--- config.mk ---
export PLATFORM = sky130hd
export DESIGN_NAME = cdb_wb_arbiter
export DESIGN_NICKNAME = d
export VERILOG_FILES = /design/src/rtl/cdb_wb_arbiter.sv
export SDC_FILE = /design/constraint.sdc
export NUM_CORES = 1
export LEC_CHECK = 0
export CAP_MARGIN = 30
export CORE_ASPECT_RATIO = 0.5
export CORE_MARGIN = 2
export CORE_UTILIZATION = 55
export CTS_CLUSTER_DIAMETER = 150
export DETAILED_ROUTE_END_ITERATION = 10
export DONT_BUFFER_PORTS = 1
export PLACE_DENSITY = 0.72
export SYNTH_ARGS = -nofsm -noshare
export SYNTH_HDL_FRONTEND = slang
export SYNTH_SLANG_ARGS = --single-unit
--- constraint.sdc ---
create_clock -name clk -period 4.9 [get_ports clk]
set_clock_uncertainty 0.15 [all_clocks]
set_input_delay 0.98 -clock clk [delete_from_list [all_inputs] [get_ports clk]]
set_output_delay 0.98 -clock clk [all_outputs]
set_load 0.01 [all_outputs]
--- src/rtl/cdb_wb_arbiter.sv ---
// Common data bus writeback arbiter: four per-source result FIFOs drained
// round-robin into one registered CDB beat per cycle.
module cdb_wb_arbiter #(
  parameter int DATA_W = 32,
  parameter int PHY_W  = 8,
  parameter int PC_W   = 32,
  parameter int DEPTH  = 2
) (
  input  logic                clk,
  input  logic                rst,
  input  logic                flush,
  input  logic [3:0]          req_valid,
  input  logic [4*PHY_W-1:0]  req_phy,
  input  logic [4*DATA_W-1:0] req_data,
  input  logic [4*PC_W-1:0]   req_pc,
  output logic [3:0]          req_ready,
  output logic                cdb_valid,
  output logic [PHY_W-1:0]    cdb_phy,
  output logic [DATA_W-1:0]   cdb_data,
  output logic [PC_W-1:0]     cdb_pc,
  output logic [1:0]          cdb_src,
  output logic                busy
);

  localparam int PTR_W = (DEPTH > 1) ? $clog2(DEPTH) : 1;
  localparam int CNT_W = PTR_W + 1;

  logic [3:0]             nonempty;
  logic [3:0]             push;
  logic [3:0]             pop;
  logic [3:0][PHY_W-1:0]  head_phy;
  logic [3:0][DATA_W-1:0] head_data;
  logic [3:0][PC_W-1:0]   head_pc;

  logic       grant_valid;
  logic [1:0] grant_idx;
  logic [1:0] rr_reg;

  genvar gi;
  generate
    for (gi = 0; gi < 4; gi++) begin : g_fifo
      logic [PTR_W-1:0]  wr_ptr_reg;
      logic [PTR_W-1:0]  rd_ptr_reg;
      logic [CNT_W-1:0]  count_reg;
      logic [PHY_W-1:0]  phy_mem  [DEPTH];
      logic [DATA_W-1:0] data_mem [DEPTH];
      logic [PC_W-1:0]   pc_mem   [DEPTH];
      logic [PHY_W-1:0]  in_phy;
      logic              keep;

      assign in_phy        = req_phy[gi*PHY_W +: PHY_W];
      assign req_ready[gi] = rst && (count_reg < CNT_W'(DEPTH));
      assign push[gi]      = req_valid[gi] && req_ready[gi] && !flush;
      // Results targeting x0 complete the handshake but are never stored.
      assign keep          = push[gi] && (in_phy != '0);
      assign nonempty[gi]  = (count_reg != '0);
      assign pop[gi]       = grant_valid && (grant_idx == 2'(gi)) && !flush;
      assign head_phy[gi]  = phy_mem[rd_ptr_reg];
      assign head_data[gi] = data_mem[rd_ptr_reg];
      assign head_pc[gi]   = pc_mem[rd_ptr_reg];

      always_ff @(posedge clk) begin
        if (!rst || flush) begin
          wr_ptr_reg <= '0;
          rd_ptr_reg <= '0;
          count_reg  <= '0;
        end else begin
          if (keep)
            wr_ptr_reg <= wr_ptr_reg + PTR_W'(1);
          if (pop[gi])
            rd_ptr_reg <= rd_ptr_reg + PTR_W'(1);
          count_reg <= count_reg + CNT_W'(keep) - CNT_W'(pop[gi]);
        end
      end

      always_ff @(posedge clk) begin
        if (rst && keep) begin
          phy_mem[wr_ptr_reg]  <= in_phy;
          data_mem[wr_ptr_reg] <= req_data[gi*DATA_W +: DATA_W];
          pc_mem[wr_ptr_reg]   <= req_pc[gi*PC_W +: PC_W];
        end
      end
    end
  endgenerate

  // Highest scan offset first so the source nearest rr wins.
  always_comb begin
    logic [1:0] idx;
    grant_valid = 1'b0;
    grant_idx   = rr_reg;
    idx         = rr_reg;
    for (int k = 3; k >= 0; k--) begin
      idx = rr_reg + 2'(k);
      if (nonempty[idx]) begin
        grant_valid = 1'b1;
        grant_idx   = idx;
      end
    end
  end

  always_ff @(posedge clk) begin
    if (!rst) begin
      rr_reg    <= '0;
      cdb_valid <= 1'b0;
      cdb_phy   <= '0;
      cdb_data  <= '0;
      cdb_pc    <= '0;
      cdb_src   <= '0;
    end else if (flush) begin
      rr_reg    <= '0;
      cdb_valid <= 1'b0;
    end else if (grant_valid) begin
      rr_reg    <= grant_idx + 2'd1;
      cdb_valid <= 1'b1;
      cdb_phy   <= head_phy[grant_idx];
      cdb_data  <= head_data[grant_idx];
      cdb_pc    <= head_pc[grant_idx];
      cdb_src   <= grant_idx;
    end else begin
      cdb_valid <= 1'b0;
    end
  end

  assign busy = |nonempty;

endmodule

== Word level (Yosys, flattened, before mapping) ==
Memory sizes are Yosys's and may differ from the RTL's. A register that Yosys moved wholly into a read port is not among the register bits.
Cells that the tools add are included.
Cells by class
  divide/modulo/power cells: 0
  shift operators: 0
  multiplexer cells: 55
  equal/unequal tests: 3
  $lt $le $gt $ge: 9
  add/sub/neg operators: 20
  multiply operators: 0
  bitwise logic cells: 2
  reductions and logical operators: 43
Operator list (count)
  32-bit binary-select mux with 2-bit select: 2
  32-bit 2-to-1 mux: 2
  1-bit 2-to-1 mux: 41
  8-bit nonzero test: 4
  1-bit logical AND: 28
  8-bit binary-select mux with 2-bit select: 1
  2-bit by 3-bit < comparator with 1-bit output (second input constant): 5
  1-bit adder (second input constant): 8
  2-bit by 1-bit adder with 2-bit output: 4
  1-bit binary-select mux with 2-bit select: 4
  2-bit < comparator (second input constant): 4
  2-bit 2-to-1 mux: 4
  8-bit 2-to-1 mux: 1
  2-bit nonzero test: 4
  2-bit by 1-bit subtractor with 2-bit output: 4
  2-bit by 1-bit adder with 2-bit output (second input constant): 2
  2-bit adder (second input constant): 2
  2-bit equality test (second input constant): 2
  4-bit OR reduction: 1
  2-bit by 1-bit equality test with 1-bit output (second input constant): 1
  1-bit zero test: 2
  2-bit zero test: 1
  1-bit inverter: 2
  2-bit AND reduction: 1
  other kinds (2): 2
Word-level totals
  latch bits: 0
  ROM bits: 0
  RAM bits: 576
  memories: 12
  flip-flop bits (word level): 93
Memories
  g_fifo[0].data_mem: words 2, bits a word 32, rd ports 1, clocked after memory_dff 1, wr ports 1, line 46  | logic [DATA_W-1:0] data_mem [DEPTH];
  g_fifo[0].pc_mem: words 2, bits a word 32, rd ports 1, clocked after memory_dff 1, wr ports 1, line 47  | logic [PC_W-1:0] pc_mem [DEPTH];
  g_fifo[1].data_mem: words 2, bits a word 32, rd ports 1, clocked after memory_dff 1, wr ports 1, line 46
  g_fifo[1].pc_mem: words 2, bits a word 32, rd ports 1, clocked after memory_dff 1, wr ports 1, line 47
  g_fifo[2].data_mem: words 2, bits a word 32, rd ports 1, clocked after memory_dff 1, wr ports 1, line 46
  g_fifo[2].pc_mem: words 2, bits a word 32, rd ports 1, clocked after memory_dff 1, wr ports 1, line 47
  6 more memories

== Depth between registers and ports, before layout ==
Gate-level depths: netlist of run 1.
  depth in word-level cells: 12
  mapped depth: 13

== Least setup slack after synthesis of run 1 ==
No wires, ideal clock.
  kind: input-to-reg
  from: in rst
  to: mem g_fifo[0].data_mem[0][0], enable pin
  cell stages on the path: 5
  arrival: 4681 ps
  required time: 4247 ps
  slack: -434 ps
  cells stage by stage: nor2b_1 -> clkbuf_1 -> and4b_1 -> inv_1 -> nor2_1
On the way
  cells in the longest elaborated chain, start to end: 7
Ends and longest elaborated chain
  from (decl): line 10  | input logic rst,
  1-bit logical AND: line 52  | assign req_ready[gi] = rst && (count_reg < CNT_W'(DEPTH));
  1-bit logical AND (2 in a row): line 53  | assign push[gi] = req_valid[gi] && req_ready[gi] && !flush;
  1-bit logical AND: line 55  | assign keep = push[gi] && (in_phy != '0);
  1-bit logical AND (*): line 77  | if (rst && keep) begin
  1-bit 2-to-1 mux (*): line 77
  1-bit 2-to-1 mux (implied by the code) (*): line 79  | data_mem[wr_ptr_reg] <= req_data[gi*DATA_W +: DATA_W];
  to (decl): line 46
Every way passes the cells marked *; elsewhere a longest branch is shown, timed or not.

== Worst setup path after layout of run 1 ==
  from: reg g_fifo[2].count_reg[1]
  to: reg cdb_pc[5]
On the way
  cells in the longest elaborated chain, start to end: 9
  elaborated cells between the ends (all ways): 20
Ends and longest elaborated chain
  from (decl): line 44  | logic [CNT_W-1:0] count_reg;
  from (signal assigned): line 72  | count_reg <= count_reg + CNT_W'(keep) - CNT_W'(pop[gi]);
  2-bit nonzero test (*): line 56  | assign nonempty[gi] = (count_reg != '0);
  1-bit binary-select mux with 2-bit select: line 94  | if (nonempty[idx]) begin
  1-bit 2-to-1 mux (implied by the code): line 94
  2-bit 2-to-1 mux (4 in a row): line 94
  32-bit binary-select mux with 2-bit select: line 117  | cdb_pc <= head_pc[grant_idx];
  32-bit 2-to-1 mux (implied by the code): line 117
  to (signal assigned): line 117
  to (decl): line 20  | output logic [PC_W-1:0] cdb_pc,
Every way passes the cells marked *; elsewhere a longest branch is shown, timed or not. The select of a mux whose other input is x is not followed.
A chain may end at the register's enable or synchronous reset.

==> impl_metrics.ini, run 1 <==
[drt]
vias = 13900
initialDrtViolationCount = 1415
vias_per_cell = 6.06
first_pass_iters = 6
ant_nets = 0
routedWlPerCell_um = 25.9
drt-total-wl_um = 59500
drc_errors = 0

[floorplanning]
die-area_um2 = 49000
rows = 56
coreArea_um2 = 46700
top_level_ports = 375
start_util = 0.555
die_y_um = 158
die_w_um = 311

[timing]
fin_crit_ns = 3.30
hold_viol = 0
finalSetupViolCount = 0
tightest_slew_ns = 1.01
tns_ns = 0
slew-limit-headroom = 0.324
drv_slew = 0
fmax_mhz = 303
rsz0062_at_grt = false
finalCritPeriodShare = 0.673

[yosys]
synth_common_cells = 576 x edfxtp_1, 154 x nand2_1, 151 x o21ai_0
async_flop_share = 0
synth_area_leaders = edfxtp_1 67%, dfxtp_1 7.5%, mux2_2 6.2%
synth_nets = 1923
synth_cells = 1620
yosysMostFrequentCell = edfxtp_1
ys_types = 40
ys_warn_count = 0
ys_seq_area_frac = 0.741
avgSynthCellArea_um2 = 16.0
synth_top_area_share = 0.667
synth_edf_count = 576
ys.flop_type = edfxtp_1
synth_seq_cells = 673
syn_area_um2 = 25900
synth_top_area_cell = edfxtp_1

[cts]
cts.sinks = 673
cts-root-buf = clkbuf_16
cts_hold_buf = 0
cts_resized = 0
cts-htree-levels = 2
cts_setup_buffers = 0
clk_latency_ns = 0.60
clock_path_buffers = 3
clk_pin_slew_worst_paths_ns = 0.07
cts_tree = built
cts-buffers-inserted = 56

[power]
leakage_nw = 9.09
p_total_mw = 11.8
peakVddDrop_uv = 303
p_per_area_nw_per_um2 = 411

[placed_design]
hpwl_um = 39800
place_area_um2 = 26700
port_buffers = 0
place_congestion = 0.820

[finish]
area_growth_pct = 10.4
nFillCells = 3359
fin_util = 0.613
multi_input_area_um2 = 6310
final_area_um2 = 28700
seq_area_um2 = 19300
drive_gt1_frac = 0.182
top_regs = g_fifo.data_mem (256), g_fifo.pc_mem (256), g_fifo.phy_mem (64)
fin_nets = 1906

[setup_path]
timing_worst_setup_path_type = reg -> reg
path_max_fanout = 64
r2r_setup_slack_ns = 1.60
cp-end-kind = flop
required_ns = 5.23
critPathArrivalTime_ns = 3.62
cp-start-kind = flop

[global_route]
antenna_found_initial = 5
grt_max_degree = 81
track_usage = 0.235
grt_pass1_wl_um = 85800
grt_pass1_vias = 14000
gr-total-overflow = 0

[job]
cap_violations = 0

[outcome]
status = complete, no violations

[min_path]
hp-class = in -> reg
[critical path: stages (launching register included)]
cell and delay, ns:
dfxtp_1 0.35, nor2_1 0.44, a311o_1 0.37, o21a_4 0.61
buf_4 0.67, o21ai_1 0.15, a221oi_1 0.35
[stage by stage]
step / hold WS (ns) / setup slack, ns / cells
3_3_place_gp: 0.305 / 1.38 / 2178
3_5_place_dp: 0.327 / 1.30 / 2183
6_report: 0.319 / 1.60 / 2293
4_1_cts: 0.288 / 1.64 / 2289
5_1_grt: 0.288 / 1.37 / 2293
2_1_floorplan: 0.298 / 0.791 / 1620
[layout by cell type (no fill, tap or decap), types with 5 or more instances in the layout]
master     netlist  routed
edfxtp_1       576     576
nand2_1        154     154
o21ai_0        151     151
mux2_2         144     144
mux2i_1        144     144
dfxtp_1         97      93
o21ai_1         71      71
clkbuf_16        0      58
a221oi_1        52      52
nor2_1          24      20
a221oi_2        20      20
buf_4            3      17
clkbuf_1        77      16
clkbuf_8         0      13
xnor2_1          9       9
inv_1            9       9
nor4_1           9       9
ha_1             8       8
clkinv_2         0       7
bufinv_16        0       6
a21oi_1          5       5
nor2b_1          5       5
nor2_4           0       5
[power breakdown]
part,internal [mW],switching [mW]
Combinational,0.196,0.400
Sequential,6.37,0.121
Clock,2.69,1.99
Total,9.26,2.51
[final timing paths]
| kind | cells after the start | start | to |
|---|---|---|---|
| setup / recovery | 6 | g_fifo[2].count_reg[1]$_SDFF_PP0_ | cdb_pc[5]$_SDFFE_PN0P_ |
| hold / removal | 0 | req_data[96] | g_fifo[3].data_mem[1][0]$_DFFE_PP_ |
| setup reg to reg | 6 | g_fifo[2].count_reg[1]$_SDFF_PP0_ | cdb_pc[5]$_SDFFE_PN0P_ |
| hold reg to reg | 2 | g_fifo[0].rd_ptr_reg$_SDFFE_PP0P_ | flop |
[area by class of cell]
| cell class | instances | share of cell area |
|---|---|---|
| flip-flops and latches | 673 | 0.672 |
| multi-input cells | 839 | 0.220 |
| clock buffers | 87 | 0.0590 |
| well taps | 638 | 0.0279 |
| repair buffers | 24 | 0.0104 |
| clock inverters | 19 | 0.00904 |
| inverters | 9 | 0.00118 |
| diodes | 4 | 0.000349 |
[cell families after synthesis]
| kind of cell | share of synthesized area |
|---|---|
| AO/OA/AOI/OAI | 0.0784 |
| XOR/XNOR | 0.00439 |
| multiplexers | 0.118 |
| buffers and inverters | 0.0187 |
| flip-flops | 0.741 |
| AND/OR/NAND/NOR | 0.0352 |
| adder cells (fa/ha/maj) | 0.00386 |
[layer usage]
metal  up-vias  GRT usage  share of wire
met1      7045      0.285           0.38
met4         0     0.0817          0.034
met3       120     0.0599          0.077
met5         -          0              0
li1       6209          -              -
met2       514      0.415           0.51
(Power assumes the default switching activity.)
==> run 2, diff against run 1 <==
--- a/config.mk
+++ b/config.mk
@@ -12,7 +12,7 @@
 export CTS_CLUSTER_DIAMETER = 150
 export DETAILED_ROUTE_END_ITERATION = 10
 export DONT_BUFFER_PORTS = 1
-export PLACE_DENSITY = 0.72
+export PLACE_DENSITY = 0.69
 export SYNTH_ARGS = -nofsm -noshare
 export SYNTH_HDL_FRONTEND = slang
 export SYNTH_SLANG_ARGS = --single-unit
==> constraint.sdc (replaced) <==
create_clock -name clk -period 3.3 [get_ports clk]
set_clock_uncertainty 0.15 [all_clocks]
set_input_delay 0.66 -clock clk [delete_from_list [all_inputs] [get_ports clk]]
set_output_delay 0.66 -clock clk [all_outputs]
set_load 0.01 [all_outputs]
==> impl_metrics.ini, run 2 (synthesized netlist as in run 1, its figures left out) <==
[job]
cap_violations = 0

[global_route]
grt_max_degree = 105
grt_pass1_vias = 16100
antenna_found_initial = 7
grt_pass1_wl_um = 94600
gr-total-overflow = 0
track_usage = 0.257

[timing]
rsz0062_at_grt = false
tightest_slew_ns = 0.924
finalSetupViolCount = 0
drv_slew = 0
finalCritPeriodShare = 0.901
fin_crit_ns = 2.97
fmax_mhz = 336
setup_ws_ns = 0.327
hold_viol = 0
tns_ns = 0
slew-limit-headroom = 0.384

[finish]
top_regs = g_fifo.data_mem (256), g_fifo.pc_mem (256), g_fifo.phy_mem (64)
area_growth_pct = 22.4
mostFrequentLayoutCell = edfxtp_1
final_cell_mix = 576 x edfxtp_1, 288 x dlygate4sd3_1, 154 x nand2_1
fin_nets = 2204
multi_input_area_um2 = 6310
seq_area_um2 = 19300
drive_gt1_frac = 0.157
nFillCells = 3102

[setup_path]
path_max_fanout = 70
cp-start-kind = flop
cp-startpoint = g_fifo[1].count_reg[1]$_SDFF_PP0_
reg2reg_from = g_fifo[1].count_reg[1]$_SDFF_PP0_
required_ns = 3.63
critPathArrivalTime_ns = 3.31
cp-end-kind = flop
timing_worst_setup_path_type = reg -> reg

[drt]
first_pass_iters = 8
met1_length_um = 24000
routedWlPerCell_um = 24.8
vias = 15300
drc_errors = 0
met3WireLength_um = 3810
met2_length_um = 34800
routed.top_layer = met4
drt-total-wl_um = 64400
initialDrtViolationCount = 1520
vias_per_cell = 5.88
ant_nets = 0

[min_path]
hp-class = in -> reg
min-delay-start = rst

[cts]
clock_path_buffers = 3
cts_tree = built
cts_setup_buffers = 0
clk_pin_slew_worst_paths_ns = 0.07
clk_latency_ns = 0.60
cts-buffers-inserted = 58
cts.sinks = 673
cts-root-buf = clkbuf_16
cts-htree-levels = 2

[placed_design]
post-place-ws_ns = 0.222
hpwl_um = 40200
port_buffers = 0
place_congestion = 0.802

[floorplanning]
start_util = 0.555
die_y_um = 158
coreArea_um2 = 46700
rows = 56
die-area_um2 = 49000
top_level_ports = 375
die_w_um = 311

[power]
leakage_nw = 10.4
p_per_area_nw_per_um2 = 564
peakVddDrop_uv = 387
p_total_mw = 17.9

[outcome]
status = complete, no violations
[run 2: changes by cell type in the layout (fill, tap and decap cells not counted), moves of 3 or more]
cell	delta
buf_12	+9
buf_4	-3
clkbuf_16	+3
clkbuf_1	+4
clkbuf_8	-3
diode_2	+5
dlygate4sd3_1	+288
[run 2: routing by layer]
metal | global-route usage | vias up
li1 | - | 6806
met1 | 0.302 | 7736
met2 | 0.479 | 581
met3 | 0.0491 | 145
met4 | 0.0842 | 0
met5 | 0 | -
[run 2: worst max-delay path, cell delays in order, from the launching register on]
cell and delay (ns):
dfxtp_1 0.37, or2_4 0.27, o41ai_1 0.32, a21oi_1 0.22, nor3_4 0.59, buf_12 0.46
a21oi_1 0.16, a31o_2 0.25
[run 2: worst paths after layout]
path | to | slack, ns | depth (start not counted)
worst max-delay path | flop | 0.33 | 7
worst min-delay path | cdb_phy[6]$_SDFFE_PN0P_ | 0.08 | 2
worst max register to register | flop | 0.33 | 7
worst min register to register | flop | 0.34 | 2
[run 2: stage by stage]
stage | area (um2) | hold WS, ns | util | std cells
floorplan | 26000 | 0.298 | - | 1620
global placement | 26700 | 0.309 | 0.572 | 2185
detailed placement | 26900 | 0.326 | 0.576 | 2191
CTS | 31700 | 0.0302 | 0.679 | 2589
global route | 31800 | 0.0451 | 0.679 | 2593
finish | 31800 | 0.0767 | 0.680 | 2598
[run 2: area by class of cell]
class | count | area share
Sequential cell | 673 | 0.606
Multi-Input combinational cell | 839 | 0.199
Timing Repair Buffer | 320 | 0.107
Clock buffer | 91 | 0.0547
Tap cell | 638 | 0.0251
Clock inverter | 19 | 0.00689
Inverter | 9 | 0.00106
Antenna cell | 9 | 0.000709
[run 2: power by group]
part           leakage, nW  internal (mW)  switching (mW)
Sequential            6.02           9.46           0.176
Clock                0.964           4.00            2.98
Combinational         3.40          0.548           0.739
Total                 10.4           14.0            3.90
[run 2: what timing repair did]
item                                    4_1_cts  5_1_grt
hold endpoints to repair                    576        0
gates resized for setup                       0        1
hold buffers                                288        0
endpoints found under the setup margin        0        1
==> run 3, diff against run 2 <==
--- a/config.mk
+++ b/config.mk
@@ -6,7 +6,6 @@
 export NUM_CORES = 1
 export LEC_CHECK = 0
 export CAP_MARGIN = 30
-export CORE_ASPECT_RATIO = 0.5
 export CORE_MARGIN = 2
 export CORE_UTILIZATION = 55
 export CTS_CLUSTER_DIAMETER = 150
==> impl_metrics.ini, run 3 (synthesized netlist as in run 1, its figures left out) <==
[cts]
clk_latency_ns = 0.60
cts_hold_buf = 288
cts-buffers-inserted = 66
clock_path_buffers = 3
cts-htree-levels = 3
cts_setup_buffers = 0
cts.sinks = 673
cts_tree = built
cts_resized = 0
clk_pin_slew_worst_paths_ns = 0.06
cts-root-buf = clkbuf_16

[power]
power.switching_mw = 4.03
combPwrFrac = 0.070
p_per_area_nw_per_um2 = 576
sw_frac_of_total = 0.220
leakage_nw = 10.4
peakVddDrop_uv = 725
p_seq_frac = 0.527
clockPowerShare = 0.403
intPower_mw = 14.3
p_total_mw = 18.3

[finish]
area_growth_pct = 22.5
top_regs = g_fifo.data_mem (256), g_fifo.pc_mem (256), g_fifo.phy_mem (64)
mostFrequentLayoutCell = edfxtp_1
fin_util = 0.683
nFillCells = 3050
drive_gt1_frac = 0.160
fin_nets = 2217
final_cell_mix = 576 x edfxtp_1, 288 x dlygate4sd3_1, 154 x nand2_1
final_cells = 2581

[setup_path]
cp-start-kind = flop
path_max_fanout = 36
critPathArrivalTime_ns = 3.21
timing_worst_setup_path_type = reg -> reg
cp-end-kind = flop
r2r_setup_slack_ns = 0.41
r2r_cells = 8
required_ns = 3.62
reg2reg_from = g_fifo[1].count_reg[1]$_SDFF_PP0_
r2r-end = cdb_pc[14]$_SDFFE_PN0P_

[drt]
vias_per_cell = 6.01
first_pass_iters = 5
initialDrtViolationCount = 1532
drc_errors = 0
ant_nets = 0
routedWlPerCell_um = 25.3
vias = 15500
drt-total-wl_um = 65200

[timing]
rsz0062_at_grt = false
tightest_slew_ns = 0.908
slew-limit-headroom = 0.395
finalSetupViolCount = 0
tns_ns = 0
fin_crit_ns = 2.89
hold_viol = 0
setup_ws_ns = 0.411
fmax_mhz = 346
finalCritPeriodShare = 0.876
drv_slew = 0

[floorplanning]
die-area_um2 = 48900
coreArea_um2 = 46600
die_w_um = 221
rows = 79
start_util = 0.557
top_level_ports = 375
die_y_um = 221

[placed_design]
hpwl_um = 39100
dp.cells = 2164
place_congestion = 0.816
port_buffers = 0
post-place-ws_ns = 0.391

[global_route]
gr-total-overflow = 0
track_usage = 0.267
grt_pass1_wl_um = 98700
antenna_found_initial = 12
grt_max_degree = 81
grt_pass1_vias = 16500

[min_path]
min_path_cells = 2
hp-class = in -> reg
min_to = cdb_phy[0]$_SDFFE_PN0P_
min-delay-start = rst

[job]
cap_violations = 0

[outcome]
status = complete, no violations
[run 3: worst max path at each step]
stage / startpoint / to / slack (ns) / cells after the start
after floorplan: rst / g_fifo[0].data_mem[0][0]$_DFFE_PP_ / 0.31 / 5
after global placement: rst / g_fifo[3].data_mem[1][5]$_DFFE_PP_ / 0.44 / 4
after detailed placement: rst / g_fifo[3].data_mem[1][5]$_DFFE_PP_ / 0.39 / 4
after CTS: g_fifo[1].count_reg[1]$_SDFF_PP0_ / cdb_pc[17]$_SDFFE_PN0P_ / 0.47 / 8
after global routing: g_fifo[2].count_reg[1]$_SDFF_PP0_ / g_fifo[0].count_reg[1]$_SDFF_PP0_ / 0.23 / 11
final: g_fifo[1].count_reg[1]$_SDFF_PP0_ / cdb_pc[14]$_SDFFE_PN0P_ / 0.41 / 8
[run 3: area by class of cell]
class | count | area [um2] | share of cell area
antenna | 9 | 22.5 | 0.000708
sequential | 673 | 19300 | 0.606
timing repair buffer | 325 | 3320 | 0.104
clock inverter | 20 | 204 | 0.00642
inverter | 9 | 33.8 | 0.00106
tap | 607 | 759 | 0.0239
multi-input combinational | 839 | 6310 | 0.198
clock buffer | 99 | 1890 | 0.0594
[run 3: worst max-delay path, stage by stage (launching register included)]
cell and delay, ns:
dfxtp_1 0.35, nor4_1 0.65, nand3_1 0.17, buf_4 0.22
nand2b_1 0.23, nor3_4 0.07, buf_4 0.28, buf_4 0.28
a221oi_1 0.36
[run 3: per-stage QoR]
stage	instance area, um2	hold slack, ns
floorplan	26000	0.298
global placement	26800	0.305
global route	31800	0.0566
CTS	31700	0.0338
finish	31800	0.0685
detailed placement	26800	0.311
[run 3: power groups by stage]
stage | Clock (mW) | Sequential [mW] | Combinational [mW]
floorplan | 0 | 9.76 | 0.684
global placement | 0 | 9.82 | 0.886
detailed placement | 0 | 9.83 | 0.906
CTS | 7.43 | 9.65 | 1.26
global route | 7.85 | 9.66 | 1.39
finish | 7.38 | 9.65 | 1.28
[run 3: metal layers]
| layer | wire [um] | share of wire | global-route usage |
|---|---|---|---|
| met1 | 25100 | 0.38 | 0.332 |
| met5 | 69 | 0.0011 | 0 |
| met2 | 32600 | 0.50 | 0.454 |
| met3 | 5590 | 0.086 | 0.0668 |
| met4 | 1850 | 0.028 | 0.0972 |
